<file path="config.mk">
export PLATFORM = sky130hd
export DESIGN_NAME = riscv_mem_arbiter
export DESIGN_NICKNAME = d
export VERILOG_FILES = /design/src/rtl/riscv_arb_pkg.sv /design/src/rtl/arb_watchdog.sv /design/src/rtl/riscv_mem_arbiter.sv
export SDC_FILE = /design/constraint.sdc
export NUM_CORES = 1
export LEC_CHECK = 0
export ABC_AREA = 1
export CORE_MARGIN = 3
export CORE_UTILIZATION = 45
export CTS_CLUSTER_SIZE = 14
export DETAILED_ROUTE_END_ITERATION = 10
export MAX_ROUTING_LAYER = met4
export PLACE_DENSITY = 0.88
export SYNTH_ARGS = -nofsm -noshare
export SYNTH_HDL_FRONTEND = slang
export SYNTH_SLANG_ARGS = --single-unit
</file>
<file path="constraint.sdc">
create_clock -name clk -period 3.03 [get_ports clk]
set_input_delay 0.606 -clock clk [delete_from_list [all_inputs] [get_ports clk]]
set_output_delay 0.606 -clock clk [all_outputs]
set_load 0.005 [all_outputs]
</file>
<file path="src/rtl/riscv_arb_pkg.sv">
// Shared types and constants for the instruction/data memory arbiter.
package riscv_arb_pkg;

    typedef enum logic [1:0] {
        ST_IDLE  = 2'd0,
        ST_GNT_I = 2'd1,
        ST_GNT_D = 2'd2
    } arb_state_e;

    typedef enum logic {
        OWN_I = 1'b0,
        OWN_D = 1'b1
    } arb_owner_e;

    // Read data returned to the owner when an access is aborted by the watchdog.
    localparam logic [31:0] TIMEOUT_RDATA = 32'hDEADBEEF;

    localparam int DEF_MAX_DATA_STREAK = 4;
    localparam int DEF_TIMEOUT_CYCLES  = 64;

endpackage

</file>
<file path="src/rtl/arb_watchdog.sv">
// Loadable up-counter with clear; o_tc flags the counting cycle that reaches TC.
module arb_watchdog
    import riscv_arb_pkg::*;
#(
    parameter int TC    = DEF_TIMEOUT_CYCLES,
    parameter int CNT_W = $clog2(TC + 1)
) (
    input  logic             clk,
    input  logic             reset,
    input  logic             i_clr,
    input  logic             i_load,
    input  logic [CNT_W-1:0] i_load_val,
    input  logic             i_en,
    output logic             o_tc
);

    logic [CNT_W-1:0] r_cnt;

    // Terminal count: the TC-th enabled cycle since the last load/clear.
    assign o_tc = i_en && (r_cnt == CNT_W'(TC - 1));

    // Counter: clear beats load, load beats increment.
    always_ff @(posedge clk or negedge reset) begin
        if (!reset)      r_cnt <= '0;
        else if (i_clr)  r_cnt <= '0;
        else if (i_load) r_cnt <= i_load_val;
        else if (i_en)   r_cnt <= r_cnt + CNT_W'(1);
    end

endmodule

</file>
<file path="src/rtl/riscv_mem_arbiter.sv">
// Arbiter sharing one single-port memory between the fetch port and the MEM-stage
// data port. Data wins ties; a streak counter forces a fetch after MAX_DATA_STREAK
// consecutive data grants while a fetch waits.
// Optional watchdog abort: define RISCV_ARB_TIMEOUT_EN.
module riscv_mem_arbiter
    import riscv_arb_pkg::*;
#(
    parameter int MAX_DATA_STREAK = DEF_MAX_DATA_STREAK,
    parameter int TIMEOUT_CYCLES  = DEF_TIMEOUT_CYCLES
) (
    input  logic        clk,
    input  logic        reset,
    input  logic        if_req,
    input  logic [31:0] if_addr,
    output logic [31:0] if_rdata,
    output logic        if_valid,
    input  logic        d_req,
    input  logic        d_we,
    input  logic [31:0] d_addr,
    input  logic [31:0] d_wdata,
    input  logic [3:0]  d_wstrb,
    output logic [31:0] d_rdata,
    output logic        d_valid,
    output logic        mem_req,
    output logic        mem_we,
    output logic [31:0] mem_addr,
    output logic [31:0] mem_wdata,
    output logic [3:0]  mem_wstrb,
    input  logic [31:0] mem_rdata,
    input  logic        mem_ack,
    output logic        stall_f,
    output logic        stall_m,
    output logic        arb_err
);

    localparam int STREAK_W = $clog2(MAX_DATA_STREAK + 1);

    arb_state_e          r_state, w_next;
    arb_owner_e          w_owner;
    logic [STREAK_W-1:0] r_streak;
    logic                w_gnt_i, w_gnt_d;
    logic                w_done, w_tmo, w_end;

    assign w_owner = (r_state == ST_GNT_D) ? OWN_D : OWN_I;
    assign w_done  = (r_state != ST_IDLE) && mem_ack;
    assign w_end   = w_done || w_tmo;
    assign stall_f = if_req && !if_valid;
    assign stall_m = d_req && !d_valid;

`ifdef RISCV_ARB_TIMEOUT_EN
    localparam int WD_W = $clog2(TIMEOUT_CYCLES + 1);

    logic w_wd_tc;

    arb_watchdog #(.TC(TIMEOUT_CYCLES), .CNT_W(WD_W)) u_wd (
        .clk        (clk),
        .reset      (reset),
        .i_clr      (w_end),
        .i_load     (w_gnt_i || w_gnt_d),
        .i_load_val ({WD_W{1'b0}}),
        .i_en       ((r_state != ST_IDLE) && !mem_ack),
        .o_tc       (w_wd_tc)
    );

    // An ack in the same cycle as the terminal count completes normally.
    assign w_tmo = w_wd_tc && !mem_ack;
`else
    assign w_tmo = 1'b0;
    // TIMEOUT_CYCLES only sizes the watchdog; keep it referenced in this build.
    if (TIMEOUT_CYCLES < 1) begin : g_no_watchdog
    end
`endif

    // State register.
    always_ff @(posedge clk or negedge reset) begin
        if (!reset) r_state <= ST_IDLE;
        else        r_state <= w_next;
    end

    // Arbitration in IDLE and completion back to IDLE.
    always_comb begin
        w_next  = r_state;
        w_gnt_i = 1'b0;
        w_gnt_d = 1'b0;
        case (r_state)
            ST_IDLE: begin
                if (d_req && (!if_req || (r_streak < STREAK_W'(MAX_DATA_STREAK)))) begin
                    w_gnt_d = 1'b1;
                    w_next  = ST_GNT_D;
                end else if (if_req) begin
                    w_gnt_i = 1'b1;
                    w_next  = ST_GNT_I;
                end
            end
            ST_GNT_I, ST_GNT_D: if (w_end) w_next = ST_IDLE;
            default:            w_next = ST_IDLE;
        endcase
    end

    // Memory request registers, returned read data and completion pulses.
    always_ff @(posedge clk or negedge reset) begin
        if (!reset) begin
            mem_req   <= 1'b0;
            mem_we    <= 1'b0;
            mem_addr  <= '0;
            mem_wdata <= '0;
            mem_wstrb <= '0;
            if_rdata  <= '0;
            d_rdata   <= '0;
            if_valid  <= 1'b0;
            d_valid   <= 1'b0;
            arb_err   <= 1'b0;
        end else begin
            if_valid <= 1'b0;
            d_valid  <= 1'b0;
            arb_err  <= 1'b0;
            if (w_gnt_d) begin
                mem_req   <= 1'b1;
                mem_we    <= d_we;
                mem_addr  <= d_addr;
                mem_wdata <= d_wdata;
                mem_wstrb <= d_we ? d_wstrb : 4'b0000;
            end else if (w_gnt_i) begin
                mem_req   <= 1'b1;
                mem_we    <= 1'b0;
                mem_addr  <= if_addr;
                mem_wdata <= '0;
                mem_wstrb <= 4'b0000;
            end else if (w_end) begin
                mem_req <= 1'b0;
                arb_err <= w_tmo;
                if (w_owner == OWN_D) begin
                    d_valid <= 1'b1;
                    if (!mem_we) d_rdata <= w_done ? mem_rdata : TIMEOUT_RDATA;
                end else begin
                    if_valid <= 1'b1;
                    if_rdata <= w_done ? mem_rdata : TIMEOUT_RDATA;
                end
            end
        end
    end

    // Consecutive data grants while a fetch waits; any fetch grant or an
    // uncontended data grant restarts the streak.
    always_ff @(posedge clk or negedge reset) begin
        if (!reset) begin
            r_streak <= '0;
        end else if (w_gnt_d && if_req) begin
            if (r_streak != STREAK_W'(MAX_DATA_STREAK)) r_streak <= r_streak + STREAK_W'(1);
        end else if (w_gnt_d || w_gnt_i) begin
            r_streak <= '0;
        end
    end

endmodule

</file>
Yosys cells after proc, flatten, opt, wreduce, memory -nomap -nowiden
Index checks and enable logic that the tools add are counted.

word-level totals
  register bits after elaboration = 141
  latch bits = 0
  RAM bits = 0
  ROM bits = 0
  input port bits = 138
  output and inout bits = 139
  memories kept = 0

cells by class
  $add $sub $neg = 1
  multiply operators = 0
  div/mod/pow operators = 0
  magnitude comparators = 1
  eq/ne operators = 6
  shifts and indexed selects = 0
  muxes and demuxes = 33
  bitwise operators = 4
  reduce and logical (&&, ||, !) cells = 20

operators by type and width
  kind                                                                    number
  32-bit two-way mux                                                      4
  1-bit two-way mux                                                       19
  4-bit two-way mux                                                       3
  3-bit two-way mux                                                       3
  2-bit two-way mux                                                       3
  3-bit != test (second input constant)                                   2
  2-bit nonzero test                                                      3
  1-bit logical AND                                                       5
  5-bit AND reduction                                                     1
  1-bit NOT                                                               4
  2-bit one-hot mux with 2 select lines                                   1
  2-bit AND reduction                                                     2
  4-bit AND reduction                                                     1
  3-bit by 1-bit adder with 3-bit output (second input constant)          1
  1-bit zero test                                                         3
  3-bit less-than comparator (second input constant)                      1
  3-bit nonzero test                                                      1
  2-bit by 1-bit equality test with 1-bit output (second input constant)  1
  2-bit equality test (second input constant)                             1
  2-bit zero test                                                         1
  1-bit logical OR                                                        2
  2-bit by 1-bit != test with 1-bit output (second input constant)        1
  2-bit != test (second input constant)                                   1
  2-bit OR reduction                                                      1

Depth between registers and ports, before layout
Gate-level depths: netlist (run 1).

  depth in word-level cells = 8
  gate-level depth with buffers = 10
  gate-level depth less buffers = 8

Least setup slack after synthesis (run 1)
OpenSTA, ideal clock, no wires.

  path kind = input-to-output
  from = in d_req
  to = out stall_m
  arrival = 1.181 ns
  required time = 2.424 ns
  path slack = 1.243 ns
  stages on the path = 4
  cells stage by stage = buf_4 clkbuf_1 inv_1 nor2_1

on the way
  longest elaborated chain between the ends = 1

ends and longest elaborated chain
  element             RTL line                 RTL
  start: declaration  riscv_mem_arbiter.sv:17  input logic d_req,
  1-bit logical AND   riscv_mem_arbiter.sv:48  assign stall_m = d_req && !d_valid;
  end: declaration    riscv_mem_arbiter.sv:32  output logic stall_m,

No other way between the ends.

Worst setup path in the final report (run 1)
  from = in if_req
  to = out stall_f

on the way
  longest elaborated chain between the ends = 1

ends and longest elaborated chain
  element             RTL line                 RTL
  start: declaration  riscv_mem_arbiter.sv:13  input logic if_req,
  1-bit logical AND   riscv_mem_arbiter.sv:47  assign stall_f = if_req && !if_valid;
  end: declaration    riscv_mem_arbiter.sv:31  output logic stall_f,

No other way between the ends.

==> results of run 1 <==
## routing by layer
| layer | up-vias | part of all wire (%) |
|---|---|---|
| li1 | 2693 | - |
| met1 | 2586 | 40 |
| met2 | 184 | 52 |
| met3 | 24 | 5.7 |
| met4 | 0 | 1.9 |
| met5 | - | 0 |
## worst max-delay path: cells and delay by family
family / cells / cell delay (ps)
buf+inv: 3 / 1230
simple gates: 1 / 120
## power by group through the flow
stage | registers, mW | clock network (mW) | logic (mW)
3_5_place_dp | 3.20 | 0 | 3.72
6_report | 3.19 | 1.83 | 3.69
3_3_place_gp | 3.17 | 0 | 3.62
4_1_cts | 3.19 | 1.87 | 3.75
5_1_grt | 3.29 | 1.96 | 4.07
2_1_floorplan | 3.25 | 0 | 1.42
## flip-flops by register name, summed over array words and instances (netlist names)
name and count:
r_streak 3, d_rdata 32, mem_we 1, if_valid 1, r_state 2, mem_wstrb 4
if_rdata 32, mem_wdata 32, mem_req 1, mem_addr 32, d_valid 1
## final timing paths
check / depth (start not counted) / endpoint / slack (ps) / from
setup / recovery: 4 / stall_f / 460 / if_req
hold / removal: 1 / d_rdata[14] / 140 / reset
setup reg to reg: 6 / mem_wdata[16] / 630 / r_state[0]
hold reg to reg: 2 / mem_wstrb[1] / 470 / mem_wstrb[1]
max in group asynchronous: 2 / mem_wdata[11] / 2100 / reset
min in group clk: 2 / mem_wstrb[1] / 470 / mem_wstrb[1]
## Yosys cell counts, drive strengths merged
library cell / count / share of area, %
clkbuf: 8 / 0.55
nand3: 2 / 0.38
o21ai: 66 / 5.6
nand2: 356 / 23
nand4: 34 / 3.6
a21oi: 1 / 0.15
ha: 4 / 0.84
dfrtp: 141 / 59
conb: 1 / 0.063
nor2: 4 / 0.29
inv: 47 / 3.0
buf: 33 / 3.4
## cells by family after synthesis
family                     after synthesis  share of synthesized area [%]
and+or+nand+nor                        396                          27.15
DFF                                    141                          59.36
buffers and inverters                   88                          6.883
AOI/OAI and AO/OA                       67                          5.704
adders and majority gates                4                         0.8420
other                                    1                        0.06308
## per-stage QoR
stage	util (%)	std cells
finish	72.72	1142
global route	72.72	1142
CTS	72.72	1142
detailed placement	68.65	1111
global placement	68.65	1111
floorplan	-	697
## final cells by class
type / count / share of cell area, %
tap: 172 / 2.317
inverter: 47 / 1.899
sequential: 141 / 37.98
multi-input combinational: 468 / 21.63
clock buffer: 23 / 5.145
clock inverter: 8 / 0.4580
timing repair buffer: 283 / 30.56
==> flow_summary.ini, run 1 <==
[clocking]
clock-root-buffer = clkbuf_16
clk_latency_ps = 410
holdBufCountCts = 0
post_cts_buffers = 0
cts_tree = done
cts_buffer_depth = 2
htreeDepth = 4
numClockSinks = 141
numCtsBuffers = 17
cts.reportedPaths.clkPinSlew_ps = 50
cts_resized = 0

[sta]
hold_viol = 0
fin_skew_ps = 3.832
period_share_pct = 84.86
layout_setup_ws_ps = 458.9
finalSetupViolations = 0
worst_pin_slew_ps = 678.3
clock.fmax_ghz = 0.3889
holdWs_ps = 144.3
rsz0062_at_grt = false
finalSetupTns_ps = 0
period_needed_ps = 2571
finalMaxSlewViolations = 0
relSlewSlack_pct = 54.78

[power_and_ir_drop]
intPower_mw = 5.850
vdd_drop_max_v = 0.0005703
p_comb_share_pct = 42.3
switchingPower_mw = 2.859
p_leak_nw = 4.610
power_frac_clock_pct = 21.0
p_per_area_nw_per_um2 = 937.5
netSwitchingFraction_pct = 32.83
finalPower_mw = 8.709
seqPwrFrac_pct = 36.6

[global_route]
grt_pass1_vias = 5442
grt_first_pass_wirelength_mm = 26.90
grt_overflow_total = 0
grt.met2_usage_pct = 41.16
met3_usage_pct = 6.061
grt_start_max_net_pins = 66
antenna_found_initial = 0
grt-busiest-layer = met2
grt.met1_usage_pct = 28.53
grt_usage_pct = 24.36

[logic_synthesis]
syn_inst = 697
ys_warn_count = 0
synth_nets = 839
postSynthAreaPerCell_um2 = 8.529
synthesis.area_um2 = 5944
ys_seq_elements = 141
synth.yosys.seq_area_share_pct = 59.36
synth_cell_types = 20

[cells_and_area]
antenna_cells = 0
drive_gt1_share_pct = 5.052
area_growth_pct = 56.26
mostFrequentLayoutCells = nand2_1, clkdlybuf4s50_1, dfrtp_1
nFillCells = 958
fin_area_um2 = 9289
layout_commonest_cell = nand2_1
regArea_um2 = 3528
multi_input_area_um2 = 2009
nets = 1100

[outcome]
outcome = complete, no violations

[critical_path]
crit_type = in2out
cp.arrival_ps = 1970
critPathMaxStageDelay_ps = 570
crit_path_max_fanout = 4
crit_chain = clkdlybuf4s50_1 > inv_1 > nor2_1 > clkdlybuf4s50_1
cp_slowest_cell = clkdlybuf4s50_1
timing.critical_path.mode_cell = clkdlybuf4s50_1
worst_setup_path_end_kind = primary output
cp-start-kind = input port
cp.required_ps = 2420

[job]
drv_cap = 0

[routing]
final_antenna_net_count = 0
drc_errors = 0
vias = 5487
viasPerCell = 4.805
first_pass_iters = 5
wl_per_cell_um = 14.96
routed_wirelength_mm = 17.08
drt-initial-drc-count = 380

[placed_design]
place_ws_ps = 307.9
portBuffers = 275
dpl.hpwl_mm = 12.29
gp_congestion = 0.8321
place_area_um2 = 8768

[floorplan]
rows = 41
die_w_um = 120.9
coreArea_um2 = 12770
start_util_pct = 46.54
dieArea_um2 = 14630
io_pins = 277
die_h_um = 120.9

[min_path]
min_path_type = in2async
No activity file was read; power rests on OpenSTA's default activity.
==> inputs of run 2 (changes only) <==
--- a/config.mk
+++ b/config.mk
@@ -7,11 +7,11 @@
 export LEC_CHECK = 0
 export ABC_AREA = 1
 export CORE_MARGIN = 3
-export CORE_UTILIZATION = 45
+export CORE_UTILIZATION = 41
 export CTS_CLUSTER_SIZE = 14
 export DETAILED_ROUTE_END_ITERATION = 10
 export MAX_ROUTING_LAYER = met4
-export PLACE_DENSITY = 0.88
+export PLACE_DENSITY = 0.81
 export SYNTH_ARGS = -nofsm -noshare
 export SYNTH_HDL_FRONTEND = slang
 export SYNTH_SLANG_ARGS = --single-unit
==> constraint.sdc (replaced) <==
create_clock -name clk -period 2.5 [get_ports clk]
set_input_delay 0.5 -clock clk [delete_from_list [all_inputs] [get_ports clk]]
set_output_delay 0.5 -clock clk [all_outputs]
set_load 0.005 [all_outputs]
==> run 2 against run 1 <==
Compared with the run above: die area is 9.3% higher; critical endpoint is now stall_m; final area is 1.5% higher; critical path depth stayed put; first-iteration DRC count is 13% lower; clock power is 38% higher; routed wire length is 0.46% lower; sequential share of layout area is 0.58 points lower; sequential power is 21% higher; combinational power is 22% higher.
==> flow_summary.ini, run 2 (same netlist as run 1, synthesis figures left out) <==
[critical_path]
rr_worst_depth = 9
cp-start-kind = input port
crit_type = in2out
worst_setup_path_end_kind = primary output
r2r_setup_slack_ps = 530
cp.arrival_ps = 1840
crit_path_max_fanout = 7
regToRegStartpoint = r_state[0]
cp.required_ps = 2000
r2r_end = d_rdata[19]

[routing]
drt-initial-drc-count = 331
wl_per_cell_um = 14.70
vias = 5419
first_pass_iters = 5
viasPerCell = 4.684
routed_wirelength_mm = 17.00
final_antenna_net_count = 0
drc_errors = 0

[floorplan]
dieArea_um2 = 15980
rows = 43
io_pins = 277
die_h_um = 126.4
coreArea_um2 = 14040
die_w_um = 126.4
start_util_pct = 42.33

[cells_and_area]
nFillCells = 1130
regArea_um2 = 3528
mostFrequentLayoutCells = nand2_1, clkdlybuf4s50_1, dfrtp_1
layout_commonest_cell = nand2_1
drive_gt1_share_pct = 5.937
antenna_cells = 0
stdcell_count = 1157
area_growth_pct = 58.68
multi_input_area_um2 = 2009
nets = 1106

[sta]
clock.fmax_ghz = 0.4276
finalSetupTns_ps = 0
finalSetupViolations = 0
finalMaxSlewViolations = 0
period_share_pct = 93.54
period_needed_ps = 2339
rsz0062_at_grt = false
layout_setup_ws_ps = 161.5
relSlewSlack_pct = 59.50
worst_pin_slew_ps = 607.5
hold_viol = 0
fin_skew_ps = 5.878

[clocking]
post_cts_buffers = 0
htreeDepth = 4
numCtsBuffers = 17
cts_tree = done
cts.reportedPaths.clkPinSlew_ps = 60
cts_buffer_depth = 2
clk_latency_ps = 410
numClockSinks = 141
cts_resized = 0
clock-root-buffer = clkbuf_16
holdBufCountCts = 0

[power_and_ir_drop]
finalPower_mw = 10.88
vdd_drop_max_v = 0.0005888
p_per_area_nw_per_um2 = 1154
p_leak_nw = 4.668

[placed_design]
portBuffers = 275
place_ws_ps = 145.8
dpl.hpwl_mm = 12.12
dp_cells = 1125
gp_congestion = 0.8341

[global_route]
grt_start_max_net_pins = 67
grt_usage_pct = 22.02
grt_pass1_vias = 5438
grt_first_pass_wirelength_mm = 27.46
antenna_found_initial = 0
grt_overflow_total = 0

[outcome]
outcome = complete, no violations

[min_path]
min_path_type = in2async

[job]
drv_cap = 0
## run 2: power by group
| group | internal (mW) | leakage, nW | switching [mW] | total [mW] |
|---|---|---|---|---|
| Sequential | 3.30 | 1.77 | 0.552 | 3.86 |
| Clock | 1.57 | 0.286 | 0.964 | 2.53 |
| Combinational | 2.49 | 2.61 | 2.00 | 4.49 |
## run 2: final cells by class
cell class	instances	share of cell area [%]
Inverter	47	1.870
Timing Repair Buffer	289	30.71
Clock inverter	14	1.777
Clock buffer	18	4.550
Sequential cell	141	37.41
Tap cell	180	2.388
Multi-Input combinational cell	468	21.30
## run 2: worst max path at each step
stage	startpoint	end
2_1_floorplan	d_req	stall_m
3_3_place_gp	d_req	stall_m
3_5_place_dp	d_req	stall_m
4_1_cts	d_req	stall_m
5_1_grt	d_req	stall_m
6_report	d_req	stall_m
## run 2: critical path, cell delays in order
cell and delay (ps):
clkdlybuf4s50_1 650, inv_1 90, nor2_1 90, clkdlybuf4s50_1 500
## run 2: per-stage QoR
stage,utilization (%),hold WS (ps),instance area (um2)
floorplan,-,204.4,5944
global placement,62.92,453.5,8836
detailed placement,62.92,458.3,8836
CTS,67.17,84.23,9433
global route,67.17,106.7,9433
finish,67.17,70.21,9433
## run 2: metal layers
layer	GRT usage, %	wire [um]	vias up
met2	36.18	8576	193
met1	27.37	7074	2492
met4	7.571	300	0
met3	4.337	1052	27
li1	-	-	2707
met5	-	0	-
